## src/rtl/tlb_refill_pkg.sv

```systemverilog
// Shared definitions for the two-level page-table refill walker:
// state encoding, fault/miss codes and the table-entry address helper.
package tlb_refill_pkg;

    typedef enum logic [2:0] {
        StIdle,
        StL1Req,
        StL1Wait,
        StL2Req,
        StL2Wait,
        StFill,
        StFault,
        StDrain
    } state_e;

    localparam logic [7:0] ExcPageInvalid = 8'h84;
    localparam logic [7:0] ExcProtection  = 8'h85;
    // Raised by the TLB itself on lookup misses; the walker never emits them.
    localparam logic [7:0] ExcMissLoad    = 8'h82;
    localparam logic [7:0] ExcMissStore   = 8'h83;

    function automatic logic [31:0] pt_addr(input logic [19:0] base, input logic [9:0] idx);
        return {base, idx, 2'b00};
    endfunction

endpackage

```

## src/rtl/tlb_refill.sv

```systemverilog
// Hardware page-table walker: on a TLB miss it fetches the PDE and PTE with
// one outstanding memory request and either writes the TLB or reports a fault.
module tlb_refill
    import tlb_refill_pkg::*;
(
    input  logic        clk,
    input  logic        rst,
    input  logic        clk_en,
    input  logic        clear,
    input  logic        miss_valid,
    output logic        miss_ready,
    input  logic [31:0] miss_key,
    input  logic        miss_kmode,
    input  logic [31:0] ptbr,
    output logic        mem_req_valid,
    input  logic        mem_req_ready,
    output logic [31:0] mem_req_addr,
    input  logic        mem_resp_valid,
    input  logic [31:0] mem_resp_data,
    output logic        tlb_we,
    output logic [31:0] tlb_key,
    output logic [31:0] tlb_data,
    output logic        busy,
    output logic [7:0]  exc_out,
    output logic        done
);

    state_e      state_q;
    logic [31:0] key_q;
    logic        kmode_q;
    logic [19:0] pde_base_q;
    logic [5:0]  frame_q;
    logic [7:0]  code_q;
    logic        fill_ok;
    logic        fault_ok;
    logic        unused_bits;

    always_ff @(posedge clk or posedge rst) begin
        if (rst) begin
            state_q    <= StIdle;
            key_q      <= '0;
            kmode_q    <= 1'b0;
            pde_base_q <= '0;
            frame_q    <= '0;
            code_q     <= '0;
        end else if (clk_en) begin
            unique case (state_q)
                StIdle: begin
                    if (miss_valid && !clear) begin
                        key_q   <= miss_key;
                        kmode_q <= miss_kmode;
                        state_q <= StL1Req;
                    end
                end
                StL1Req: begin
                    if (clear)              state_q <= StIdle;
                    else if (mem_req_ready) state_q <= StL1Wait;
                end
                StL1Wait: begin
                    // A response arriving with clear is the one DRAIN would have eaten.
                    if (clear) begin
                        state_q <= mem_resp_valid ? StIdle : StDrain;
                    end else if (mem_resp_valid) begin
                        pde_base_q <= mem_resp_data[31:12];
                        if (!mem_resp_data[0]) begin
                            code_q  <= ExcPageInvalid;
                            state_q <= StFault;
                        end else begin
                            state_q <= StL2Req;
                        end
                    end
                end
                StL2Req: begin
                    if (clear)              state_q <= StIdle;
                    else if (mem_req_ready) state_q <= StL2Wait;
                end
                StL2Wait: begin
                    if (clear) begin
                        state_q <= mem_resp_valid ? StIdle : StDrain;
                    end else if (mem_resp_valid) begin
                        frame_q <= mem_resp_data[17:12];
                        if (!mem_resp_data[0]) begin
                            code_q  <= ExcPageInvalid;
                            state_q <= StFault;
                        end else if (!kmode_q && !mem_resp_data[1]) begin
                            code_q  <= ExcProtection;
                            state_q <= StFault;
                        end else begin
                            state_q <= StFill;
                        end
                    end
                end
                StFill, StFault: state_q <= StIdle;
                StDrain: begin
                    if (mem_resp_valid) state_q <= StIdle;
                end
                default: state_q <= StIdle;
            endcase
        end
    end

    // A clear in the final cycle cancels the fill/fault report.
    assign fill_ok  = (state_q == StFill) && !clear;
    assign fault_ok = (state_q == StFault) && !clear;

    assign miss_ready    = (state_q == StIdle) && !clear && !rst;
    assign mem_req_valid = (state_q == StL1Req) || (state_q == StL2Req);
    assign busy          = (state_q != StIdle);
    assign tlb_we        = fill_ok;
    assign tlb_key       = fill_ok ? key_q : '0;
    assign tlb_data      = fill_ok ? {26'b0, frame_q} : '0;
    assign done          = fill_ok || fault_ok;
    assign exc_out       = fault_ok ? code_q : '0;

    always_comb begin
        mem_req_addr = '0;
        if (state_q == StL1Req)      mem_req_addr = pt_addr(ptbr[31:12], key_q[19:10]);
        else if (state_q == StL2Req) mem_req_addr = pt_addr(pde_base_q, key_q[9:0]);
    end

    assign unused_bits = ^{ptbr[11:0], mem_resp_data[11:2]};

endmodule

```

## config.mk

```make
export PLATFORM = sky130hd
export DESIGN_NAME = tlb_refill
export DESIGN_NICKNAME = d
export VERILOG_FILES = /design/src/rtl/tlb_refill_pkg.sv /design/src/rtl/tlb_refill.sv
export SDC_FILE = /design/constraint.sdc
export NUM_CORES = 1
export LEC_CHECK = 0
export CAP_MARGIN = 30
export CELL_PAD_IN_SITES_DETAIL_PLACEMENT = 1
export CELL_PAD_IN_SITES_GLOBAL_PLACEMENT = 2
export CORE_MARGIN = 1.5
export CORE_UTILIZATION = 24
export DETAILED_ROUTE_END_ITERATION = 8
export GPL_ROUTABILITY_DRIVEN = 0
export MAX_ROUTING_LAYER = met4
export PLACE_DENSITY = 0.82
export SLEW_MARGIN = 5
export SYNTH_ARGS = -nofsm -noshare
export SYNTH_HDL_FRONTEND = slang
export SYNTH_SLANG_ARGS = --single-unit
```

## constraint.sdc

```tcl
create_clock -name clk -period 2.95 [get_ports clk]
set_input_delay 0.4425 -clock clk [delete_from_list [all_inputs] [get_ports clk]]
set_output_delay 0.4425 -clock clk [all_outputs]
set_load 0.02 [all_outputs]
```

Yosys cells after proc, flatten, opt, wreduce, memory -nomap -nowiden
Index checks and enable logic that the tools add are counted.
- equality and inequality tests: 19
- muxes and demuxes: 28
- bitwise gates (word level): 1
- reduce and logical (&&, ||, !) cells: 21
- operator list (kind ; count):
    $mux 32 ; 3
    $mux 8 ; 8
    $mux 3 ; 12
    $pmux 3 s7 ; 1
    $pmux 8 s2 ; 1
    $ne 3x3->1 const B ; 5
    $ne 2x2->1 const B ; 7
    $eq 3x3->1 const B ; 4
    $reduce_and 4->1 ; 2
    $reduce_and 8->1 ; 1
    $reduce_and 7->1 ; 1
    $eq 3x2->1 const B ; 2
    $logic_and 1x1->1 ; 6
    $mux 6 ; 1
    $logic_not 1->1 ; 4
    $mux 2 ; 2
    $eq 3x1->1 const B ; 1
    $logic_not 3->1 ; 1
    $reduce_and 3->1 ; 1
    $reduce_bool 3->1 ; 1
    $logic_or 1x1->1 ; 2
    $reduce_bool 2->1 ; 1
    $reduce_or 2->1 ; 1
    $not 1->1 ; 1
- flip-flop bits (word level): 70
- bits of input ports: 104
- output and inout port bits: 109
- logic and storage cells: 75

Depth between registers and ports, before layout
- word-level depth: 7
- mapped depth: 6
- gate-level depth less buffers: 5

Least setup slack after synthesis
No wires, ideal clock.
- path type: flip-flop to output port
- start point: register state_q[1]
- end point: output tlb_data[0]
- data arrival time: 1.433 ns
- data required time: 2.508 ns
- slack: 1.074 ns
- cell stages (with the launch flop): 6
- buffers on the path: 2
- cells stage by stage: dfrtp_1 > buf_2 > nor2_1 > and3_1 > clkbuf_1 > and2_1
- word-level cells in the longest chain between the ends: 3
- ends and longest elaborated chain (element ; line ; text):
    from (decl) ; tlb_refill.sv:28 ; state_e state_q;
    from (signal assigned) ; tlb_refill.sv:40 ; state_q <= StIdle;
    from (signal assigned) ; tlb_refill.sv:52 ; state_q <= StL1Req;
    from (signal assigned) ; tlb_refill.sv:56 ; if (clear) state_q <= StIdle;
    $eq 3x3->1 ; tlb_refill.sv:103 ; assign fill_ok = (state_q == StFill) && !clear;
    $logic_and 1x1->1 ; tlb_refill.sv:103 ;
    named net tlb_we ; tlb_refill.sv:20 ; output logic tlb_we,
    $mux 6 ; tlb_refill.sv:111 ; assign tlb_data = fill_ok ? {26'b0, frame_q} : '0;
    to (decl) ; tlb_refill.sv:22 ; output logic [31:0] tlb_data,
The timed path passes the listed nets, and every way through them passes these cells.

Worst setup path after layout
- start point: register state_q[2]
- end point: output tlb_key[14]
- word-level cells in the longest chain between the ends: 3
- ends and longest elaborated chain (element ; line ; text):
    $eq 3x3->1 ; tlb_refill.sv:103 ;
    $logic_and 1x1->1 ; tlb_refill.sv:103 ;
    $mux 32 ; tlb_refill.sv:110 ; assign tlb_key = fill_ok ? key_q : '0;
    to (decl) ; tlb_refill.sv:21 ; output logic [31:0] tlb_key,
Every way passes these cells.

==> metrics <==
min cycle time layout=about 2800 ps; drt pass-1 iters=4; Final #Nets=592; Leakage=2.380 nW; postcts setup bufs=0; maxcap violations=0; Clock Path Buffers=2; max frequency=roughly 360 MHz; # port buffers=roughly 160; Worst-Skew Late Latency=~340 ps; Post-Place Cell Area=0.005391 sq mm; Slew @ Worst Pin=around 520 ps; fillers=roughly 1,700; Final ANT Viol Nets=0; number of cells produced by synthesis=approximately 330; Slowest-stage cell, CP=dfrtp_1; overall routing resource usage=between 10 and 15%; Max IR drop VDD=roughly 0.38 mV; final hold violations=0; CP Data Arrival Time=approximately 2400 ps; initial core utilization=24.59%; final setup fails=0; dpl cells=~690; CTS sink cnt=64; Setup Skew=between 4 and 5 ps; Hold Path Class=input pin to async pin; Synth area leader=dfrtp_1; cell row count=45; ys async rst share=between 90% and 100%; CTS buffer count=9; syn avg cell area=between 10 and 15 sq um; outcome=finished clean; DR vias/cell=about 4.2; post-CTS resize count=0; largest fanout on the critical path=26; largest net degree at the start of global routing=34; synthesis-to-layout area growth=51.65%; power density over cell area=811.1 mW/mm^2; Worst-path clk slew=about 60 ps; CP peak stage delay=between 600 and 700 ps; CP Data Required Time=around 2500 ps; Ys Warns=0; Netlist cell types=43; die width=128.0 um; I/O pins=213; unrepaired setup endpoints after global routing=no; top cell type's share of synthesized area=42.68%; core area=around 0.015 sq mm; commonest cells in the netlist=dfrtp_1 (64), mux2_2 (54), and2_1 (38); Post-Route WL=about 11 mm; Synth Register Bits=64; chip height=128.0 um; Final Core Density=37.29%; Worst path top cell family by delay=buffers and inverters; hold slack=approximately 430 ps; Primary FF master, synth=dfrtp_1; initial antenna violation count=0; most frequent cell after synthesis=dfrtp_1; Root Buffer=clkbuf_16; Non-Filler Instances=between 700 and 800; routed via count=slightly below 3,000; Setup crit end kind=primary output; overall die area=~0.016 sq mm; Design Area, Final=0.005690 sq mm; critical-path cell list=and3_1 -> buf_4 -> and2_1 -> clkdlybuf4s50_1; top cells by area, synth=dfrtp_1 (43%), mux2_2 (16%), mux2i_1 (8.3%), buf_4 (7.2%), and2_1 (6.3%); nature of the critical path startpoint=register; DRT iter0 DRCs=between 100 and 150; CTS tree=done; CP bufs+invs=2; Cell Area, Synth=between 0.003 and 0.004 sq mm; layout cells sized above 1=around a fifth; Slew HR=65.16%; vias in the first global route=roughly 3,200; grt ovf=0; first-pass GRT wire length=17.46 mm; DRC=0; ant diodes=0; number of hold buffers added after CTS=0; WL/cell=15.88 um; fin. max-slew vios=0; type of the worst setup path=register to primary output; Seq/Total Area, Yosys=42.68%; setup TNS=0 ps; crit share post-route=between 90 and 100%; EDFF count, synth=0; Max H-tree Level=3; HPWL after detailed placement=8.097 mm
==> report_power, final <==
| group | total (W) | leakage, nW | switching (W) | internal (W) |
|---|---|---|---|---|
| clock | 0.00109 | 0.145 | 0.000413 | 0.000676 |
| combinational | 0.00191 | 1.45 | 0.000902 | 0.00101 |
| sequential | 0.00162 | 0.789 | 0.000307 | 0.00131 |
==> per-layer routing <==
metal | vias up | global-route usage (%) | routed length (um)
met3 | 10 | 4.925 | 581
met4 | 0 | 3.767 | 160
met2 | 89 | 24.07 | 5807
met5 | - | - | 0
li1 | 1366 | - | -
met1 | 1476 | 16.80 | 4628
==> worst paths after layout <==
path	from	end	slack, ps	depth (start not counted)
min	rst	pde_base_q[14]$_DFFE_PP0P_	430	2
min in group clk	code_q[2]$_DFFE_PP0P_	code_q[2]$_DFFE_PP0P_	470	1
max reg2reg	state_q[2]$_DFFE_PP0P_	state_q[1]$_DFFE_PP0P_	910	4
max	state_q[2]$_DFFE_PP0P_	tlb_key[14]	140	4
min reg2reg	code_q[2]$_DFFE_PP0P_	code_q[2]$_DFFE_PP0P_	470	1
max in group asynchronous	rst	state_q[1]$_DFFE_PP0P_	1700	3
==> placed cells by master (no fill, tap or decap), drive strengths merged <==
master / netlist / final
and3: 4 / 4
mux2: 61 / 61
inv: 6 / 6
nor4bb: 1 / 1
nand4b: 1 / 1
xnor2: 1 / 1
nor3: 5 / 5
conb: 1 / 33
o21ai: 2 / 2
a21oi: 1 / 1
clkdlybuf4s50: 0 / 157
nand4: 1 / 1
o311ai: 1 / 1
dfrtp: 64 / 64
a22o: 2 / 2
buf: 48 / 9
nand2b: 6 / 6
a31oi: 1 / 1
bufinv: 0 / 1
clkbuf: 6 / 11
o32a: 1 / 1
nand3: 1 / 1
a2111oi: 1 / 1
nand2: 4 / 4
and2: 38 / 38
mux2i: 31 / 31
o2111ai: 1 / 1
a32oi: 1 / 1
nor2b: 2 / 2
nor2: 38 / 38
xor2: 1 / 1
clkinvlp: 0 / 1
nand3b: 1 / 1
o21a: 1 / 1
clkinv: 0 / 3
==> state kept, by name, summed over array words and instances (netlist names) <==
name	cells
kmode_q	1
frame_q	6
code_q	2
key_q	32
state_q	3
pde_base_q	20
==> logic make-up after synthesis <==
kind of cell / share of synthesized area (%)
flops: 42.68
buf+inv: 11.20
simple gates: 15.84
other cells: 0.09994
compound gates: 2.735
xor+xnor: 0.4669
mux: 26.98
==> metrics by stage <==
stage,total power [W],setup WS [ps]
after floorplan,0.002876,909.4
after global placement,0.003485,162.8
after detailed placement,0.003565,139.8
after CTS,0.004696,125.9
after global routing,0.004917,18.89
final,0.004615,143.2
==> layout make-up <==
cell class / count / area, sq um / share of cell area (%)
timing repair buffer: 166 / 1652 / 29.02
clock inverter: 5 / 56.30 / 0.9894
inverter: 6 / 22.52 / 0.3958
multi-input combinational: 241 / 1851 / 32.52
clock buffer: 11 / 242.7 / 4.266
tap: 211 / 264.0 / 4.639
sequential: 64 / 1603 / 28.17
Power figures use the tool's default switching activity.
